`src/rtl/usb_conv2x2_stream_pkg.sv`:
```
// Shared definitions for the 2x2 box-sum streaming stage: FSM encoding,
// default geometry and a small address-width helper.
package usb_conv2x2_stream_pkg;

    localparam int DEF_DATA_WIDTH = 16;
    localparam int DEF_MAX_COLS   = 16;
    localparam int DEF_COL_W      = 5;

    typedef enum logic [2:0] {
        ST_IDLE  = 3'd0,
        ST_FILL  = 3'd1,
        ST_RUN   = 3'd2,
        ST_DRAIN = 3'd3,
        ST_DONE  = 3'd4
    } state_e;

    function automatic int addrWidth(input int depth);
        return (depth > 1) ? $clog2(depth) : 1;
    endfunction

endpackage

```
`src/rtl/usb_conv2x2_stream_line_buf.sv`:
```
// Single line buffer holding the previous row: asynchronous read, synchronous
// write, no reset (contents are always rewritten by the first row of a frame).
module conv_line_buf #(
    parameter int DATA_WIDTH = 16,
    parameter int DEPTH      = 16,
    parameter int AW         = 4
) (
    input  logic                  clk_i,
    input  logic                  we_i,
    input  logic [AW-1:0]         waddr_i,
    input  logic [DATA_WIDTH-1:0] wdata_i,
    input  logic [AW-1:0]         raddr_i,
    output logic [DATA_WIDTH-1:0] rdata_o
);

    logic [DATA_WIDTH-1:0] mem [DEPTH];

    always_ff @(posedge clk_i) begin
        if (we_i) begin
            mem[waddr_i] <= wdata_i;
        end
    end

    // Read returns the old word when a write to the same address is pending.
    assign rdata_o = mem[raddr_i];

endmodule

```
`src/rtl/usb_conv2x2_stream.sv`:
```
// Streaming 2x2 all-ones convolution over a raster frame of up to MAX_COLS
// columns; one result per window, registered output with valid/ready.
module usb_conv2x2_stream
    import usb_conv2x2_stream_pkg::*;
#(
    parameter int DATA_WIDTH = DEF_DATA_WIDTH,
    parameter int MAX_COLS   = DEF_MAX_COLS,
    parameter int COL_W      = DEF_COL_W
) (
    input  logic                  i_usb_ifclk,
    input  logic                  i_rst_n,
    input  logic                  i_start,
    input  logic [COL_W-1:0]      i_cols,
    input  logic [COL_W-1:0]      i_rows,
    input  logic                  i_in_valid,
    input  logic [DATA_WIDTH-1:0] i_in_data,
    output logic                  o_in_ready,
    output logic                  o_out_valid,
    output logic [DATA_WIDTH-1:0] o_out_data,
    input  logic                  i_out_ready,
    output logic                  o_busy,
    output logic                  o_done,
    output logic                  o_err
);

    localparam int AW = addrWidth(MAX_COLS);
    localparam logic [COL_W-1:0] MAX_COLS_C = COL_W'(MAX_COLS);
    localparam logic [COL_W-1:0] ONE_C      = COL_W'(1);
    localparam logic [COL_W-1:0] TWO_C      = COL_W'(2);

    state_e                state_q, state_d;
    logic [COL_W-1:0]      cols_q, cols_d;
    logic [COL_W-1:0]      rows_q, rows_d;
    logic [COL_W-1:0]      col_q, col_d;
    logic [COL_W-1:0]      row_q, row_d;
    logic [DATA_WIDTH-1:0] left_q, left_d;
    logic [DATA_WIDTH-1:0] topPrev_q, topPrev_d;
    logic [DATA_WIDTH-1:0] result_q, result_d;
    logic                  outValid_q, outValid_d;
    logic                  err_q, err_d;

    logic                  inReady;
    logic                  outHs;
    logic                  startOk;
    logic                  lbWe;
    logic                  loadResult;
    logic [DATA_WIDTH-1:0] topCur;
    logic [AW-1:0]         lbAddr;

    assign lbAddr = AW'(col_q);

    conv_line_buf #(
        .DATA_WIDTH (DATA_WIDTH),
        .DEPTH      (MAX_COLS),
        .AW         (AW)
    ) u_line_buf (
        .clk_i   (i_usb_ifclk),
        .we_i    (lbWe),
        .waddr_i (lbAddr),
        .wdata_i (i_in_data),
        .raddr_i (lbAddr),
        .rdata_o (topCur)
    );

    always_comb begin
        state_d    = state_q;
        cols_d     = cols_q;
        rows_d     = rows_q;
        col_d      = col_q;
        row_d      = row_q;
        left_d     = left_q;
        topPrev_d  = topPrev_q;
        result_d   = result_q;
        err_d      = 1'b0;
        inReady    = 1'b0;
        lbWe       = 1'b0;
        loadResult = 1'b0;
        outHs      = outValid_q && i_out_ready;
        startOk    = (i_cols >= TWO_C) && (i_cols <= MAX_COLS_C) && (i_rows >= TWO_C);

        case (state_q)
            ST_IDLE: begin
                if (i_start) begin
                    if (startOk) begin
                        state_d = ST_FILL;
                        cols_d  = i_cols;
                        rows_d  = i_rows;
                        col_d   = '0;
                        row_d   = '0;
                    end else begin
                        err_d = 1'b1;
                    end
                end
            end
            ST_FILL: begin
                inReady = 1'b1;
                if (i_in_valid) begin
                    lbWe = 1'b1;
                    if (col_q == cols_q - ONE_C) begin
                        col_d   = '0;
                        row_d   = ONE_C;
                        state_d = ST_RUN;
                    end else begin
                        col_d = col_q + ONE_C;
                    end
                end
            end
            ST_RUN: begin
                // Accept only when the output register is free or draining this edge.
                inReady = !outValid_q || i_out_ready;
                if (inReady && i_in_valid) begin
                    lbWe      = 1'b1;
                    topPrev_d = topCur;
                    left_d    = i_in_data;
                    if (col_q != '0) begin
                        loadResult = 1'b1;
                        result_d   = topPrev_q + topCur + left_q + i_in_data;
                    end
                    if (col_q == cols_q - ONE_C) begin
                        col_d = '0;
                        if (row_q == rows_q - ONE_C) begin
                            state_d = ST_DRAIN;
                        end else begin
                            row_d = row_q + ONE_C;
                        end
                    end else begin
                        col_d = col_q + ONE_C;
                    end
                end
            end
            ST_DRAIN: begin
                if (outHs) begin
                    state_d = ST_DONE;
                end
            end
            ST_DONE: begin
                state_d = ST_IDLE;
            end
            default: begin
                state_d = ST_IDLE;
            end
        endcase

        outValid_d = loadResult ? 1'b1 : (outHs ? 1'b0 : outValid_q);
    end

    always_ff @(posedge i_usb_ifclk) begin
        if (!i_rst_n) begin
            state_q    <= ST_IDLE;
            cols_q     <= '0;
            rows_q     <= '0;
            col_q      <= '0;
            row_q      <= '0;
            left_q     <= '0;
            topPrev_q  <= '0;
            result_q   <= '0;
            outValid_q <= 1'b0;
            err_q      <= 1'b0;
        end else begin
            state_q    <= state_d;
            cols_q     <= cols_d;
            rows_q     <= rows_d;
            col_q      <= col_d;
            row_q      <= row_d;
            left_q     <= left_d;
            topPrev_q  <= topPrev_d;
            result_q   <= result_d;
            outValid_q <= outValid_d;
            err_q      <= err_d;
        end
    end

    assign o_in_ready  = inReady;
    assign o_out_valid = outValid_q;
    assign o_out_data  = result_q;
    assign o_busy      = (state_q != ST_IDLE);
    assign o_done      = (state_q == ST_DONE);
    assign o_err       = err_q;

endmodule

```
`config.mk`:
```
export PLATFORM = sky130hd
export DESIGN_NAME = usb_conv2x2_stream
export DESIGN_NICKNAME = d
export VERILOG_FILES = /design/src/rtl/usb_conv2x2_stream_pkg.sv /design/src/rtl/usb_conv2x2_stream_line_buf.sv /design/src/rtl/usb_conv2x2_stream.sv
export SDC_FILE = /design/constraint.sdc
export NUM_CORES = 1
export LEC_CHECK = 0
export CAP_MARGIN = 15
export CORE_MARGIN = 8
export CORE_UTILIZATION = 38
export DETAILED_ROUTE_END_ITERATION = 16
export GPL_TIMING_DRIVEN = 0
export SLEW_MARGIN = 30
export SYNTH_ARGS = -nofsm -noshare
export SYNTH_HDL_FRONTEND = slang
export SYNTH_SLANG_ARGS = --single-unit
```
`constraint.sdc`:
```
create_clock -name i_usb_ifclk -period 5.6 [get_ports i_usb_ifclk]
set_clock_uncertainty 0.2 [all_clocks]
set_input_delay 1.12 -clock i_usb_ifclk [delete_from_list [all_inputs] [get_ports i_usb_ifclk]]
set_output_delay 1.12 -clock i_usb_ifclk [all_outputs]
set_load 0.03 [all_outputs]
```
== Word-level counts from Yosys, hierarchy flattened ==
Memory sizes are Yosys's and may differ from the RTL's. A register that Yosys moved wholly into a read port is not among the register bits.
Cells that the tools add are included.

* Input port bits: 31
* Logic and storage cells: 89
* Flip-flop bits (word level): 73
* Memories: 1
* Output and inout bits: 21
* RAM bits: 256

{| class="wikitable"
|+ Memory list
! name !! words !! width !! read ports !! clocked after memory_dff !! write ports !! RTL line !! text
|-
| u_line_buf.mem || 16 || 16 || 1 || 1 || 1 || usb_conv2x2_stream_line_buf.sv:16 || <nowiki>logic [DATA_WIDTH-1:0] mem [DEPTH];</nowiki>
|}

* Add/sub/neg operators: 7
* Magnitude comparators: 3
* Muxes and demuxes: 35
* Eq/ne operators: 15
* Reductions and logical operators: 18

{| class="wikitable"
|+ Operator list
! kind !! number
|-
| $mux 5 || 10
|-
| $add 16x16->16 || 3
|-
| $pmux 5 s3 || 2
|-
| $mux 3 || 8
|-
| $ne 2x2->1 const B || 9
|-
| $reduce_and 8->1 || 2
|-
| $pmux 3 s4 || 1
|-
| $add 5x1->5 const B || 2
|-
| $eq 5x5->1 || 2
|-
| $ge 5x2->1 const B || 2
|-
| $mux 1 || 10
|-
| $sub 5x1->5 const B || 2
|-
| $reduce_and 3->1 || 3
|-
| $mux 4 || 2
|-
| $eq 3x2->1 const B || 2
|-
| $reduce_bool 3->1 || 2
|-
| $le 5x5->1 const B || 1
|-
| $reduce_and 5->1 || 1
|-
| $reduce_bool 5->1 || 1
|-
| $logic_and 1x1->1 || 4
|-
| $pmux 1 s2 || 2
|-
| $eq 3x1->1 const B || 1
|-
| $eq 3x3->1 const B || 1
|-
| $logic_not 3->1 || 1
|-
| other kinds (4) || 4
|}

== Depth between registers and ports, before layout ==
* Depth after elaboration: 8
* Depth in mapped cells: 15
* Depth with buffers taken out: 13

== Hierarchy ==
From an unflattened synthesis, not the netlist that was laid out.

* Cell total of the unflattened synthesis: 962
* Area, all modules: 14406.3 µm²

{| class="wikitable"
|+ Modules (own cells, without submodules)
! module !! times used !! cells each !! seq. area each (µm²) !! area each (µm²)
|-
| conv_line_buf || 1 || 416 || 7687.4 || 9721.8
|-
| usb_conv2x2_stream || 1 || 546 || 1461.4 || 4684.5
|}

== Worst setup path after synthesis ==
No wires, ideal clock.

* Path kind: register to register
* Start: register (tool-made name)
* End: register result_q[13] (netlist: o_out_data[13])
* Setup slack: 1.405 ns
* Arrival time: 3.908 ns
* Clock period less this slack: 4.195 ns
* Cell stages (with the launch flop): 15
* Cell sequence: dfxtp_1 -> clkbuf_1 -> clkbuf_1 -> mux4_2 -> mux4_2 -> fa_1 -> ha_1 -> fa_1 -> nand3_1 -> a21oi_1 -> o21ai_0 -> nor3b_1 -> o31a_1 -> nor2b_1 -> o31ai_1

{| class="wikitable"
|+ RTL lines
! element !! RTL line !! text
|-
| end signal, assigned || usb_conv2x2_stream.sv:167 || <nowiki>result_q <= result_d;</nowiki>
|-
| end, declared || usb_conv2x2_stream.sv:38 || <nowiki>logic [DATA_WIDTH-1:0] result_q, result_d;</nowiki>
|}

==> run metrics <==
status=complete, no violations; ys flop type=edfxtp_1; ys async rst share=0; CTS resizes=0; # DRC=0; Layout area overhead=17.7%; Top Metal Used=met4; NumNets Final=1114; maxcap violations=0; Min-Delay Path Class=reg -> reg; H-Tree Depth=2; chip width=211 µm; TritonCTS clock tree=done; area share of the largest cell type after synthesis=0.531; type of the worst setup path=reg -> reg; Detailed Place HPWL=between 20 and 25 mm; routed vias=~8000; measured slew at the worst slew-check pin=between 0.8 and 0.9 ns; YS warnings=0; Avg WL per Cell=20.2 µm; Crit Path Max Fanout=10; Avg Cell Area, Syn=approximately 16 µm²; DRT iter0 DRCs=roughly 630; met1 WL=14.5 mm; drt total wl=~32 mm; Final setup viols=0; final hold vios=0; Post CTS Setup Buffer Count=0; FMAX=slightly below 200 MHz; Met2 Wirelength=around 15 mm; layout cell share with drive strength beyond 1=0.171; total gr overflow=0; Lkg Pwr=about 5.5 nW; Fillers=3295; TritonCTS Sinks=333; Hold Buf Count CTS=0; Placed Instances=1503; min Tclk post-route=about 5 ns; CP Launch Type=flip-flop; fin. max-slew vios=0; vias in the first global route=~8100; antenna violations before repair=0; total track usage=0.141; first drt pass iteration count=4; Max-Slew Margin vs Limit=0.410; syn_nets=approximately 1000; Initial Util=0.385; sequential area share after synthesis=0.638; Critical Path AT=around 5.4 ns; CTS Root Cell=clkbuf_16; # IOs=52; top cell type by total area after synthesis=edfxtp_1; clock slew at reported path FFs=around 0.06 ns; Post-Syn Instances=a little over 900; core area=roughly 38000 µm²; Data required, critical path=5.83 ns; Port Buf Inserts=51; metal3 WL=about 1.5 mm; clock latency on the worst-skew pair=about 0.52 ns; Die ar.=between 40000 and 50000 µm²; RSZ-0062 raised after global routing=false; Worst setup EP type=flip-flop; cell area after synthesis=14500 µm²; period utilization=0.917; total CTS buffers=37; largest net degree at the start of global routing=19; Area contributors post-synth=edfxtp_1, mux4_2, dfxtp_1; final hold slack=around 0.26 ns; worst vdd ir=approximately 0.22 mV; clk buf depth=3; row count=71; GPL Wtd Cong=about 0.86; setup TNS=0 ns; first-pass GRT wire length=slightly below 50 mm; count of non-filler cells in the finished layout=roughly 1600; Final ANT Viol Nets=0; number of synthesized flops with an enable pin=256; Chip Height=~210 µm; count of cell types in the netlist=53; mean number of vias per cell=~5.1; post-layout util=0.453; Power Density=410 nW/µm²; ANT cells=0; Yosys reg bits=around 330
==> routing by layer <==
layer / vias to the layer above / global-route usage
met5: - / 0
met4: 0 / 0.0454
met3: 46 / 0.0255
met2: 170 / 0.227
met1: 4058 / 0.193
li1: 3698 / -
==> power breakdown <==
part           internal [mW]  switching [mW]  leakage (nW)  total, mW
registers               2.75          0.0465          2.93       2.79
clock network           1.28           0.932         0.534       2.21
logic                  0.892            1.09          2.09       1.98
==> through the flow <==
stage          setup WS (ns)  cell area (µm²)  total power, mW
2_1_floorplan           1.40            14500             4.29
3_3_place_gp           0.155            15600             4.80
3_5_place_dp          0.0729            15900             4.83
4_1_cts                0.419            17000             7.05
5_1_grt               0.0261            17000             7.35
6_report               0.466            17000             6.99
==> layout make-up <==
class	instances	area, µm²	share of cell area
inverter	54	203	0.0119
multi-input combinational	497	4970	0.292
buffer	43	184	0.0108
clock inverter	15	71.3	0.00419
clock buffer	53	1030	0.0604
sequential	333	9230	0.542
timing repair buffer	65	698	0.0410
tap	511	639	0.0376
==> cell families (layout without fill, tap and decap cells) <==
| family | after synthesis | count (layout) | share of synthesized area |
|---|---|---|---|
| XOR/XNOR | 27 | 27 | 0.0163 |
| multiplexers | 93 | 93 | 0.134 |
| flip-flops | 333 | 333 | 0.638 |
| AND/OR/NAND/NOR | 207 | 207 | 0.0662 |
| AO/OA/AOI/OAI | 118 | 118 | 0.0586 |
| adder cells (fa/ha/maj) | 52 | 52 | 0.0605 |
| buffers and inverters | 97 | 230 | 0.0267 |
==> state kept, by name (all words and copies together) (netlist names), named ones only <==
register	cells
rows_q	5
o_out_valid	1
u_line_buf.mem	256
row_q	5
left_q	16
cols_q	5
o_out_data	16
o_err	1
topPrev_q	16
state_q	3
col_q	5
==> synthesized netlist by cell type, drive strengths merged (3+ instances only) <==
| cell | instances |
|---|---|
| nand3 | 17 |
| buf | 16 |
| a211oi | 3 |
| fa | 30 |
| xnor2 | 20 |
| o211ai | 4 |
| clkbuf | 27 |
| nand4 | 8 |
| o21ai | 14 |
| dfxtp | 77 |
| nor2 | 28 |
| a21o | 6 |
| or2 | 3 |
| mux4 | 80 |
| xor2 | 7 |
| or3 | 4 |
| a21oi | 23 |
| nor2b | 14 |
| ha | 22 |
| nor3 | 11 |
| o21a | 4 |
| nand2b | 11 |
| edfxtp | 256 |
| a21boi | 44 |
| inv | 54 |
| o211a | 3 |
| mux2i | 12 |
| nand2 | 100 |
==> critical path: stages (launching register included) <==
cell and delay [ns]:
dfxtp_1 0.31, clkbuf_1 0.50, clkbuf_1 0.55, mux4_2 0.44, mux4_2 0.57, fa_1 0.50, ha_1 0.23, fa_1 0.40
nand3_1 0.11, a21oi_1 0.09, o21ai_0 0.37, nor3b_1 0.29, o31a_1 0.20, nor2b_1 0.06, o31ai_1 0.21
==> final timing paths <==
check,from,endpoint,slack [ns],cells after the start
hold / removal,left_q[0],left_q[0],0.26,2
hold reg to reg,left_q[0],left_q[0],0.26,2
setup reg to reg,flip-flop,o_out_data[13],0.47,14
setup / recovery,flip-flop,o_out_data[13],0.47,14
==> cells in the final DEF (no fill, tap or decap), types with 14 or more instances in the layout <==
cell type        instances
ha_1                    22
xnor2_1                 20
clkbuf_1                41
clkbuf_16               39
mux4_2                  80
fa_1                    30
a21oi_1                 23
dfxtp_1                 77
a21boi_0                44
o21ai_0                 14
nor2b_1                 14
nand2_1                100
edfxtp_1               256
nand3_1                 17
inv_1                   54
clkdlybuf4s50_1         51
nor2_1                  16
No activity file was read; power rests on OpenSTA's default activity.
